[config.mk]
export PLATFORM = sky130hd
export DESIGN_NAME = fetch_unit
export DESIGN_NICKNAME = d
export VERILOG_FILES = /design/src/rtl/fetch_unit_pkg.sv /design/src/rtl/fetch_skid_buf.sv /design/src/rtl/fetch_unit.sv
export SDC_FILE = /design/constraint.sdc
export NUM_CORES = 1
export LEC_CHECK = 0
export ABC_AREA = 1
export BUFFER_PORTS_ARGS = -buffer_cell sky130_fd_sc_hd__buf_2
export CAP_MARGIN = 20
export CORE_ASPECT_RATIO = 1.4
export CORE_MARGIN = 2
export CORE_UTILIZATION = 32
export DETAILED_ROUTE_END_ITERATION = 16
export GPL_ROUTABILITY_DRIVEN = 1
export PLACE_DENSITY = 0.55
export SYNTH_ARGS = -nofsm -noshare
export SYNTH_HDL_FRONTEND = slang
export SYNTH_SLANG_ARGS = --single-unit
[constraint.sdc]
create_clock -name clk -period 4.15 [get_ports clk]
set_clock_uncertainty 0.1 [all_clocks]
set_input_delay 0 -clock clk [delete_from_list [all_inputs] [get_ports clk]]
set_output_delay 0 -clock clk [all_outputs]
set_load 0.02 [all_outputs]
[src/rtl/fetch_unit_pkg.sv]
// Shared constants and types for the instruction-fetch stage.
//   ADDR_W    default PC / instruction-memory byte-address width
//   RESET_PC  default first fetch address after reset
//   PC_INC    byte stride between sequential 16-bit instructions
//   INSTR_W   instruction width
//   NOP       encoding loaded into an empty IF/ID register
package fetch_unit_pkg;
    localparam int ADDR_W = 16;
    localparam logic [ADDR_W-1:0] RESET_PC = 16'h0000;
    localparam int PC_INC = 2;
    localparam int INSTR_W = 16;
    localparam logic [INSTR_W-1:0] NOP = 16'h0000;

    typedef enum logic [1:0] {
        FETCH_IDLE,
        FETCH_REQ,
        FETCH_WAIT
    } fetch_state_e;
endpackage

[src/rtl/fetch_skid_buf.sv]
// One-entry holding register for a fetched instruction that decode could
// not accept (IF/ID stalled when the response arrived).
//   clk, rst_n            clock, async active-low reset
//   push, push_instr/pc   capture a response (replaces any held entry)
//   pop                   entry consumed by IF/ID
//   clear                 drop the entry (redirect)
//   instr, pc, full       held entry and its occupancy
module fetch_skid_buf #(
    parameter int ADDR_W = 16
) (
    input  logic                             clk,
    input  logic                             rst_n,
    input  logic                             push,
    input  logic                             pop,
    input  logic                             clear,
    input  logic [fetch_unit_pkg::INSTR_W-1:0] push_instr,
    input  logic [ADDR_W-1:0]                push_pc,
    output logic [fetch_unit_pkg::INSTR_W-1:0] instr,
    output logic [ADDR_W-1:0]                pc,
    output logic                             full
);
    import fetch_unit_pkg::*;

    always_ff @(posedge clk or negedge rst_n) begin
        if (!rst_n) begin
            full  <= 1'b0;
            instr <= NOP;
            pc    <= '0;
        end else if (clear) begin
            full <= 1'b0;
        end else if (push) begin
            full  <= 1'b1;
            instr <= push_instr;
            pc    <= push_pc;
        end else if (pop) begin
            full <= 1'b0;
        end
    end
endmodule

[src/rtl/fetch_unit.sv]
// Instruction-fetch stage plus IF/ID pipeline register. Keeps at most one
// request outstanding, honours hazard-unit stalls and flushes on redirect.
//   clk, rst_n             clock, async active-low reset
//   PCWrite, IFWrite       hazard-unit stall controls (0 = hold)
//   br_taken, br_target    one-cycle redirect from branch resolution
//   imem_req, imem_addr    fetch request (combinational)
//   imem_valid, imem_rdata fetch response
//   ifid_instr/pc/valid    IF/ID register towards decode
//
//   state      | meaning
//   FETCH_IDLE | first cycle after reset release, nothing issued
//   FETCH_REQ  | no request outstanding; issue when allowed
//   FETCH_WAIT | one request outstanding, waiting for imem_valid
module fetch_unit #(
    parameter int ADDR_W = fetch_unit_pkg::ADDR_W,
    parameter logic [ADDR_W-1:0] RESET_PC = fetch_unit_pkg::RESET_PC
) (
    input  logic                               clk,
    input  logic                               rst_n,
    input  logic                               PCWrite,
    input  logic                               IFWrite,
    input  logic                               br_taken,
    input  logic [ADDR_W-1:0]                  br_target,
    output logic                               imem_req,
    output logic [ADDR_W-1:0]                  imem_addr,
    input  logic                               imem_valid,
    input  logic [fetch_unit_pkg::INSTR_W-1:0] imem_rdata,
    output logic [fetch_unit_pkg::INSTR_W-1:0] ifid_instr,
    output logic [ADDR_W-1:0]                  ifid_pc,
    output logic                               ifid_valid
);
    import fetch_unit_pkg::*;

    fetch_state_e      state, state_next;
    logic [ADDR_W-1:0] pc, pc_next, fetch_pc;
    logic              discard, discard_next;
    logic              resp_use, skid_push, skid_pop, skid_full_after;
    logic              can_issue, issue;
    logic [INSTR_W-1:0] skid_instr;
    logic [ADDR_W-1:0] skid_pc;
    logic              skid_full;

    fetch_skid_buf #(.ADDR_W(ADDR_W)) u_skid (
        .clk        (clk),
        .rst_n      (rst_n),
        .push       (skid_push),
        .pop        (skid_pop),
        .clear      (br_taken),
        .push_instr (imem_rdata),
        .push_pc    (fetch_pc),
        .instr      (skid_instr),
        .pc         (skid_pc),
        .full       (skid_full)
    );

    // A response is only consumed in WAIT, when it is not stale and not
    // overtaken by a redirect in the same cycle.
    always_comb begin
        resp_use        = (state == FETCH_WAIT) && imem_valid && !discard && !br_taken;
        skid_push       = resp_use && (!IFWrite || skid_full);
        skid_pop        = !br_taken && IFWrite && skid_full;
        skid_full_after = !br_taken && (skid_push || (skid_full && !skid_pop));
        can_issue       = PCWrite && !br_taken && !skid_full_after;
        issue           = can_issue && ((state == FETCH_REQ) || resp_use);
    end

    assign imem_req  = issue;
    assign imem_addr = pc;

    always_comb begin
        state_next   = state;
        discard_next = discard;
        pc_next      = pc;
        if (br_taken) begin
            pc_next = br_target;
        end else if (issue) begin
            pc_next = pc + ADDR_W'(PC_INC);
        end
        case (state)
            FETCH_IDLE: state_next = FETCH_REQ;
            FETCH_REQ:  if (issue) state_next = FETCH_WAIT;
            FETCH_WAIT: begin
                if (imem_valid) begin
                    discard_next = 1'b0;
                    state_next   = issue ? FETCH_WAIT : FETCH_REQ;
                end else if (br_taken) begin
                    // stay until the abandoned response comes back
                    discard_next = 1'b1;
                end
            end
            default: state_next = FETCH_IDLE;
        endcase
    end

    always_ff @(posedge clk or negedge rst_n) begin
        if (!rst_n) begin
            state    <= FETCH_IDLE;
            pc       <= RESET_PC;
            fetch_pc <= RESET_PC;
            discard  <= 1'b0;
        end else begin
            state   <= state_next;
            pc      <= pc_next;
            discard <= discard_next;
            if (issue) fetch_pc <= pc;
        end
    end

    always_ff @(posedge clk or negedge rst_n) begin
        if (!rst_n) begin
            ifid_valid <= 1'b0;
            ifid_instr <= NOP;
            ifid_pc    <= '0;
        end else if (br_taken) begin
            ifid_valid <= 1'b0;
        end else if (IFWrite) begin
            if (skid_full) begin
                ifid_valid <= 1'b1;
                ifid_instr <= skid_instr;
                ifid_pc    <= skid_pc;
            end else if (resp_use) begin
                ifid_valid <= 1'b1;
                ifid_instr <= imem_rdata;
                ifid_pc    <= fetch_pc;
            end else begin
                ifid_valid <= 1'b0;
            end
        end
    end
endmodule

Word-level counts from Yosys, hierarchy flattened

Cells that the tools add are included.

Flip-flop bits (word level): 101
Input bits: 38
Word-level logic and storage cells: 64

Mux-type cells: 19
Bitwise operators: 1
Reduce and logical (&&, ||, !) cells: 29
Add/sub/neg operators: 1
Equality and inequality tests: 4

Operator list:

| kind                  | number |
|---|---|
| $mux 16               | 6 |
| $add 16x2->16 const B | 1 |
| $logic_and 1x1->1     | 11 |
| $mux 1                | 9 |
| $reduce_bool 2->1     | 4 |
| $mux 2                | 3 |
| $pmux 2 s3            | 1 |
| $reduce_and 2->1      | 3 |
| $logic_not 1->1       | 5 |
| $ne 2x2->1 const B    | 2 |
| $logic_or 1x1->1      | 3 |
| $reduce_and 3->1      | 1 |
| $reduce_bool 3->1     | 1 |
| $eq 2x1->1 const B    | 1 |
| $eq 2x2->1 const B    | 1 |
| $logic_not 2->1       | 1 |
| $not 1->1             | 1 |

Depth between registers and ports, before layout

Gate-level depths: netlist of the first run.

Depth after elaboration: 13
Gate-level depth with buffers: 9
Depth with buffers taken out: 9

Cells and area by module

Synthesis of the first run repeated with hierarchy kept, for this count alone.

Cell total of the unflattened synthesis: 583
Area, all modules: 4919.7 µm²

Modules (own cells, without submodules):

| module         | area each (µm²) | cells an instance | times used | sequential area each (µm²) |
|---|---|---|---|---|
| fetch_unit     | 3507.1          | 439               | 1          | 1701.6 |
| fetch_skid_buf | 1412.6          | 144               | 1          | 825.8 |

Worst setup path before layout of the first run

Ideal clock, no wire load.

Path type: register to register
Start: register pc[1], in the netlist imem_addr[1]
End: register pc[11], in the netlist imem_addr[11]
Path buffers: 0
Cell stages (with the launch flop): 8
Path slack: 2.568 ns
Arrival time: 1.356 ns
Clock period less this slack: 1.582 ns
Cells stage by stage: dfrtp_1 ha_1 nand2_1 nor2_1 nand2_1 xor2_1 nand2_1 nand3_1

Cells in the longest elaborated chain, start to end: 3

Ends and longest elaborated chain:

| element                | line              | RTL |
|---|---|---|
| start, declared        | fetch_unit.sv:35  | `logic [ADDR_W-1:0] pc, pc_next, fetch_pc;` |
| start signal, assigned | fetch_unit.sv:103 | `pc <= pc_next;` |
| $add 16x2->16          | fetch_unit.sv:77  | `pc_next = pc + ADDR_W'(PC_INC);` |
| $mux 16                | fetch_unit.sv:76  | `end else if (issue) begin` |
| $mux 16                | fetch_unit.sv:74  | `if (br_taken) begin` |

No other way between the ends. The select of a mux whose other input is x is not followed.
A chain may end at the register's enable or synchronous reset.

Final worst setup path of the first run

Start: register u_skid.full
End: output imem_req

Cells in the longest elaborated chain, start to end: 8

Ends and longest elaborated chain:

| element                | line                 | RTL |
|---|---|---|
| start, declared        | fetch_skid_buf.sv:20 | `output logic full` |
| start signal, assigned | fetch_skid_buf.sv:26 | `full <= 1'b0;` |
| start signal, assigned | fetch_skid_buf.sv:30 | `full <= 1'b0;` |
| start signal, assigned | fetch_skid_buf.sv:32 | `full <= 1'b1;` |
| $logic_and 1x1->1      | fetch_unit.sv:61     | `skid_pop = !br_taken && IFWrite && skid_full;` |
| $logic_not 1->1        | fetch_unit.sv:62     | `skid_full_after = !br_taken && (skid_push \|\| (skid_full && !skid_pop));` |
| $logic_and 1x1->1      | fetch_unit.sv:62     |  |
| $logic_or 1x1->1 *     | fetch_unit.sv:62     |  |
| $logic_and 1x1->1 *    | fetch_unit.sv:62     |  |
| $logic_not 1->1 *      | fetch_unit.sv:63     | `can_issue = PCWrite && !br_taken && !skid_full_after;` |
| $logic_and 1x1->1 *    | fetch_unit.sv:63     |  |
| $logic_and 1x1->1 *    | fetch_unit.sv:64     | `issue = can_issue && ((state == FETCH_REQ) \|\| resp_use);` |
| end, declared          | fetch_unit.sv:24     | `output logic imem_req,` |

Mark *: on every way between the ends. The rest lies on a longest branch, timed or not.

==> results of run 1 <==
[area by class of cell]
class	count	area [um2]	share of cell area, %
flip-flops and latches	101	2530	42.7
multi-input cells	409	1830	30.8
repair buffers	124	803	13.6
clock buffers	11	243	4.10
well taps	189	236	3.99
inverters	54	203	3.42
clock inverters	5	82.6	1.39
[what timing repair did]
| item | 4_1_cts | 5_1_grt |
|---|---|---|
| endpoints found under the hold margin | 120 | 0 |
| gates resized for setup | 0 | 0 |
| hold buffers | 35 | 0 |
[through the flow]
stage,cells,hold slack [ns]
3_5_place_dp,842,0.0920
5_1_grt,893,0.0318
2_1_floorplan,594,-0.396
3_3_place_gp,842,0.0836
6_report,893,0.00902
4_1_cts,893,0.0150
[sequential cells by signal, summed over array words and instances, names as in the netlist]
name          cells
ifid_pc          16
u_skid.pc        16
state             2
fetch_pc         16
ifid_instr       16
ifid_valid        1
u_skid.full       1
discard           1
imem_addr        16
u_skid.instr     16
[worst max path at each step]
stage | startpoint | endpoint | slack (ns)
2_1_floorplan | imem_addr[1] | imem_addr[11] | 2.57
3_3_place_gp | br_taken | imem_addr[10] | 1.74
4_1_cts | u_skid.full | imem_req | 1.60
5_1_grt | u_skid.full | imem_req | 1.43
6_report | u_skid.full | imem_req | 1.65
3_5_place_dp | br_taken | imem_addr[13] | 1.68
[worst max-delay path: stages (launching register included)]
cell     delay, ns
dfrtp_2       0.42
or2_4         0.26
nand3_4       0.52
nand2_2       0.12
nor2_4        0.45
buf_2         0.26
[where the power goes]
part,internal (mW),switching (mW)
clock,0.547,0.360
combinational,0.190,0.326
sequential,1.14,0.115
[cell usage after synthesis (all sizes together)]
library cell	count	area share, %
a21boi	1	0.16
buf	21	2.9
clkbuf	9	0.71
dfrtp	101	53
ha	1	0.26
inv	54	4.3
nand2	251	20
nand3	40	4.9
nand4	6	0.79
nor2	17	1.9
o21ai	85	9.1
or2	1	0.19
xor2	7	1.3
[logic make-up (layout without fill, tap and decap cells)]
| kind of cell | Yosys count | after routing |
|---|---|---|
| AND/OR/NAND/NOR | 315 | 315 |
| flip-flops | 101 | 101 |
| AO/OA/AOI/OAI | 86 | 86 |
| buffers and inverters | 84 | 194 |
| XOR/XNOR | 7 | 7 |
| adder cells (fa/ha/maj) | 1 | 1 |
[metal layers]
layer | vias up | global-route usage [%] | wire [um]
met5 | - | 0 | 0
met1 | 1827 | 18.5 | 5000
li1 | 2075 | - | -
met3 | 9 | 3.00 | 388
met4 | 0 | 4.09 | 108
met2 | 77 | 25.7 | 5480
==> summary.md, run 1 <==
| Metric | Value |
|---|---|
| Outcome | `finished, final reports clean` |
| Global-route wire length before repair | `18.7 mm` |
| Pre-CTS WS | `approximately 1.7 ns` |
| Post-route minimum period | `between 2 and 3 ns` |
| Detailed Route WL | `11.0 mm` |
| Fraction of final layout cells with drive strength greater than 1 | `~17%` |
| Launch instance of the worst min-delay path | `br_taken` |
| Count of H-tree levels built during CTS | `3` |
| Total Die Area | `~0.016 mm2` |
| Reg clk slew, reported paths | `about 0.070 ns` |
| RR Endpoint | `imem_addr[13]` |
| Antenna violations before repair | `0` |
| Routed wire length per instance | `around 12 um` |
| Sequential fraction of the synthesis area | `roughly 53%` |
| Number of endpoints failing setup at the final stage | `0` |
| Chip Width | `107 um` |
| Summed instance area of the synthesized netlist | `between 0.004 and 0.005 mm2` |
| Final HPWL DP | `roughly 7.5 mm` |
| Reg-to-reg critical path startpoint | `state[0]` |
| Final clock period utilization by the worst path | `about three fifths` |
| First-pass iteration count of the detailed router | `5` |
| Number of clock sinks | `~100` |
| Kind of path behind the tightest hold check | `input port to register` |
| Critical Path End Type | `output port` |
| Largest family of logic cells by synthesized area | `simple AND/OR/NAND/NOR gates` |
| Hold Crit Depth | `3` |
| Floorplan row count | `52` |
| Synthesized-area fraction occupied by ao, oa, aoi and oai cells | `under 10%` |
| Number of DRC violations after detailed routing | `0` |
| CTS root buf | `clkbuf_16` |
| Longest Clk Path Bufs | `2` |
| Unrepaired setup endpoints after global routing | `no` |
| Power density over cell area | `452 mW/mm2` |
| Synth Area in Simple Gates | `27.8%` |
| Proportion of synthesized area in mux cells | `0%` |
| Placeable core area | `~0.014 mm2` |
| Number of vias in the routed layout | `around 4000` |
| WS Path Type | `register to output port` |
| Total grt overflow | `0` |
| Worst path setup slack after routing | `around 1.6 ns` |
| Filler Cell Count | `1488` |
| TritonCTS clock tree | `yes` |
| Setup Fix Bufs, Post-CTS | `0` |
| Library cells used by synthesis | `24` |
| Cell area after placement | `around 0.0052 mm2` |
| Num ports | `88` |
| Global-route usage over all layers | `14.8%` |
| Final Net Count | `738` |
| Required time of the critical path | `~4 ns` |
| Number of buffers created by CTS | `9` |
| Count of maximum capacitance violations | `0` |
| Depth of the worst register-to-register path | `8` |
| FMAX | `about 400 MHz` |
| Routed Antenna Nets | `0` |
| CP Max Fanout | `between 60 and 70` |
| Number of port buffers | `87` |
| Mean area per synthesized cell | `around 8.0 um2` |
| #FFs+latches synth | `101` |
| Max-slew headroom at the worst pin | `40.9%` |
| Total power | `2.68 mW` |
| Crit path launch type | `register` |
| Skew-Pair Late Insertion Delay | `between 0.3 and 0.4 ns` |
| Leakage power total | `3.09 nW` |
| Number of nets produced by synthesis | `roughly 630` |
| Via count of the first global-routing pass | `a little under 4000` |
| Warnings, synthesis | `0` |
| DRC violation total after the first TritonRoute iteration | `about 160` |
| Pin count of the biggest net entering global routing | `69` |
| Pins Over Slew Limit | `0` |
| Worst-case vdd ir drop | `0.000247 V` |
| Layout-stage area growth over the synthesis result | `25.2%` |
| ANT cells | `0` |
| Post-Syn Instances | `594` |
| Post-Layout Inst Area | `slightly below 0.006 mm2` |
| Critical path arrival | `2.40 ns` |
| Adder and majority gate portion of the synthesized area | `0.265%` |
| Gpl congestion | `0.831` |
| Register-to-register path setup slack | `about 1.8 ns` |
| End point of the worst hold path | `imem_addr[6]` |
| Post-Route Utilization | `41.0%` |
| Mean number of vias per cell | `4.47` |
| Die outline height | `roughly 150 um` |
| Highest-count cells in the layout ignoring fill and taps | `nand2_1 (248), dfrtp_1 (100), buf_2 (86)` |
| Initial Util | `between 30 and 40%` |
| Transition at the pin with the smallest max-transition slack | `roughly 0.89 ns` |
| Sum of negative setup slack | `0 ns` |
| Final-report hold violation count | `0` |
| Commonest non-fill, non-tap cell in the layout | `nand2_1` |
| Xor and xnor area share after synthesis | `~1.3%` |
No activity file was read; power rests on OpenSTA's default activity.
==> run 2, diff against run 1 <==
==> constraint.sdc (replaced) <==
create_clock -name clk -period 2.4 [get_ports clk]
set_clock_uncertainty 0.1 [all_clocks]
set_input_delay 0 -clock clk [delete_from_list [all_inputs] [get_ports clk]]
set_output_delay 0 -clock clk [all_outputs]
set_load 0.02 [all_outputs]
==> run 2 against run 1 <==
Largest cell class unchanged. Critical endpoint unchanged. Global-route usage is 0.39 points higher. Final area hardly changed. Core utilization hardly changed.
==> summary.md, run 2 (same netlist as run 1, synthesis figures left out) <==
| Metric | Value |
|---|---|
| Post-Layout Inst Area | `0.00592 mm2` |
| Total power | `about 4.5 mW` |
| Floorplan row count | `52` |
| FMAX | `512 MHz` |
| Final Net Count | `roughly 740` |
| Cell Chain, Critical Path | `or2_4 > nand3_4 > nand2_2 > nor2_4 > buf_2` |
| TritonCTS clock tree | `yes` |
| Longest Clk Path Bufs | `2` |
| Filler Cell Count | `1515` |
| Power density over cell area | `754 mW/mm2` |
| Leakage power total | `around 3 nW` |
| Filler-free cell count of the finished design | `897` |
| Critical path destination | `imem_req` |
| Crit path launch type | `register` |
| CTS root buf | `clkbuf_16` |
| Total area of multi-input combinational cells | `0.00183 mm2` |
| Number of resized instances in the post-cts repair step | `0` |
| DRC violation total after the first TritonRoute iteration | `117` |
| Post-route minimum period | `roughly 2.0 ns` |
| Pin count of the biggest net entering global routing | `66` |
| Final HPWL DP | `just under 8 mm` |
| Via count of the first global-routing pass | `roughly 4000` |
| Unrepaired setup endpoints after global routing | `no` |
| Global-route wire length before repair | `between 15 and 20 mm` |
| Fraction of final layout cells with drive strength greater than 1 | `about 18%` |
| ANT cells | `0` |
| Antenna violations before repair | `0` |
| RR Endpoint | `u_skid.full` |
| Highest-count cells in the layout ignoring fill and taps | `nand2_1 (248), dfrtp_1 (100), buf_2 (86)` |
| Pins Over Slew Limit | `0` |
| Number of vias in the routed layout | `a little over 4000` |
| Cell area after placement | `0.00529 mm2` |
| Number of port buffers | `a little under 90` |
| Die outline height | `approximately 150 um` |
| Detailed Route WL | `between 10 and 15 mm` |
| Chip Width | `approximately 110 um` |
| Worst hold slack | `~0.025 ns` |
| WS Path Type | `register to output port` |
| Worst path setup slack after routing | `0.448 ns` |
| Critical path's largest stage delay | `between 0.4 and 0.5 ns` |
| Register-to-register path setup slack | `roughly 0.65 ns` |
| Gpl congestion | `0.828` |
| Transition at the pin with the smallest max-transition slack | `0.743 ns` |
| Pre-CTS WS | `about 0.63 ns` |
| Placeable core area | `between 0.01 and 0.015 mm2` |
| Commonest non-fill, non-tap cell in the layout | `nand2_1` |
| Total Die Area | `~0.016 mm2` |
| Required time of the critical path | `approximately 2.3 ns` |
| Count of maximum capacitance violations | `0` |
| Final-report hold violation count | `0` |
| Post-Route Utilization | `between 40% and 50%` |
| Layout-stage area growth over the synthesis result | `25.3%` |
| Kind of path behind the tightest hold check | `input port to register` |
| Initial Util | `between 30% and 40%` |
| Critical Path Start | `u_skid.full` |
| Number of clock sinks | `between 100 and 150` |
| Worst-case vdd ir drop | `~0.00034 V` |
| Routed wire length per instance | `12.6 um` |
| Reg clk slew, reported paths | `around 0.07 ns` |
| Critical Path End Type | `output port` |
| Critical path arrival | `between 1.5 and 2 ns` |
| Max-slew headroom at the worst pin | `about half` |
| Global-route usage over all layers | `around 15%` |
| Number of buffers created by CTS | `9` |
| Number of endpoints failing setup at the final stage | `0` |
| Routed Antenna Nets | `0` |
| Outcome | `finished, final reports clean` |
| Count of H-tree levels built during CTS | `3` |
| Reg-to-reg critical path startpoint | `u_skid.full` |
| Total grt overflow | `0` |
| Area of all sequential standard cells | `between 0.002 and 0.003 mm2` |
| Depth of the worst register-to-register path | `4` |
| Num ports | `88` |
| Number of DRC violations after detailed routing | `0` |
| Skew-Pair Late Insertion Delay | `around 0.34 ns` |
| Mean number of vias per cell | `4.50` |
| Crit path max-delay cell type | `dfrtp_2` |
| Final clock period utilization by the worst path | `around four fifths` |
| Sum of negative setup slack | `0 ns` |
| Number of placed instances, taps included | `between 800 and 900` |
| CP Max Fanout | `21` |
| First-pass iteration count of the detailed router | `4` |
run 2: repair_timing:
| item | in CTS | in global routing |
|---|---|---|
| hold buffers | 35 | 0 |
| setup endpoints to repair | 0 | 0 |
| buffers inserted | 0 | 0 |
| hold endpoints to repair | 107 | 0 |
run 2: worst min path at each step:
stage | start | end | slack, ns | depth (start not counted)
6_report | br_taken | imem_addr[0] | 0.03 | 3
5_1_grt | br_taken | imem_addr[11] | 0.04 | 3
4_1_cts | br_taken | imem_addr[7] | 0.006 | 3
3_5_place_dp | rst_n | ifid_pc[0] | 0.03 | 1
3_3_place_gp | rst_n | imem_addr[0] | 0.008 | 1
2_1_floorplan | rst_n | discard | -0.40 | 0
run 2: layout make-up:
type,instances,share of cell area [%]
Clock buffer,9,3.80
Clock inverter,7,0.993
Inverter,54,3.42
Multi-Input combinational cell,409,30.8
Sequential cell,101,42.7
Tap cell,189,3.99
Timing Repair Buffer,128,14.3
run 2: power breakdown:
group | leakage, nW | switching, mW | internal, mW | total [mW]
clock network | 0.138 | 0.676 | 0.720 | 1.40
registers | 1.34 | 0.190 | 1.97 | 2.16
logic | 1.61 | 0.576 | 0.334 | 0.910
total | 3.09 | 1.44 | 3.03 | 4.47
run 2: layer usage:
layer / part of all wire (%) / track usage (%) / vias to the layer above
met1: 45 / 18.6 / 1869
met2: 50 / 26.7 / 82
met5: 0 / 0 / -
met3: 3.6 / 2.82 / 7
li1: - / - / 2077
met4: 0.92 / 4.87 / 0
run 2: critical path, delay by kind of cell (launching register included):
family / cells / cell delay [ns]
buffers and inverters: 1 / 0.26
flip-flops: 1 / 0.43
AND/OR/NAND/NOR: 4 / 0.81
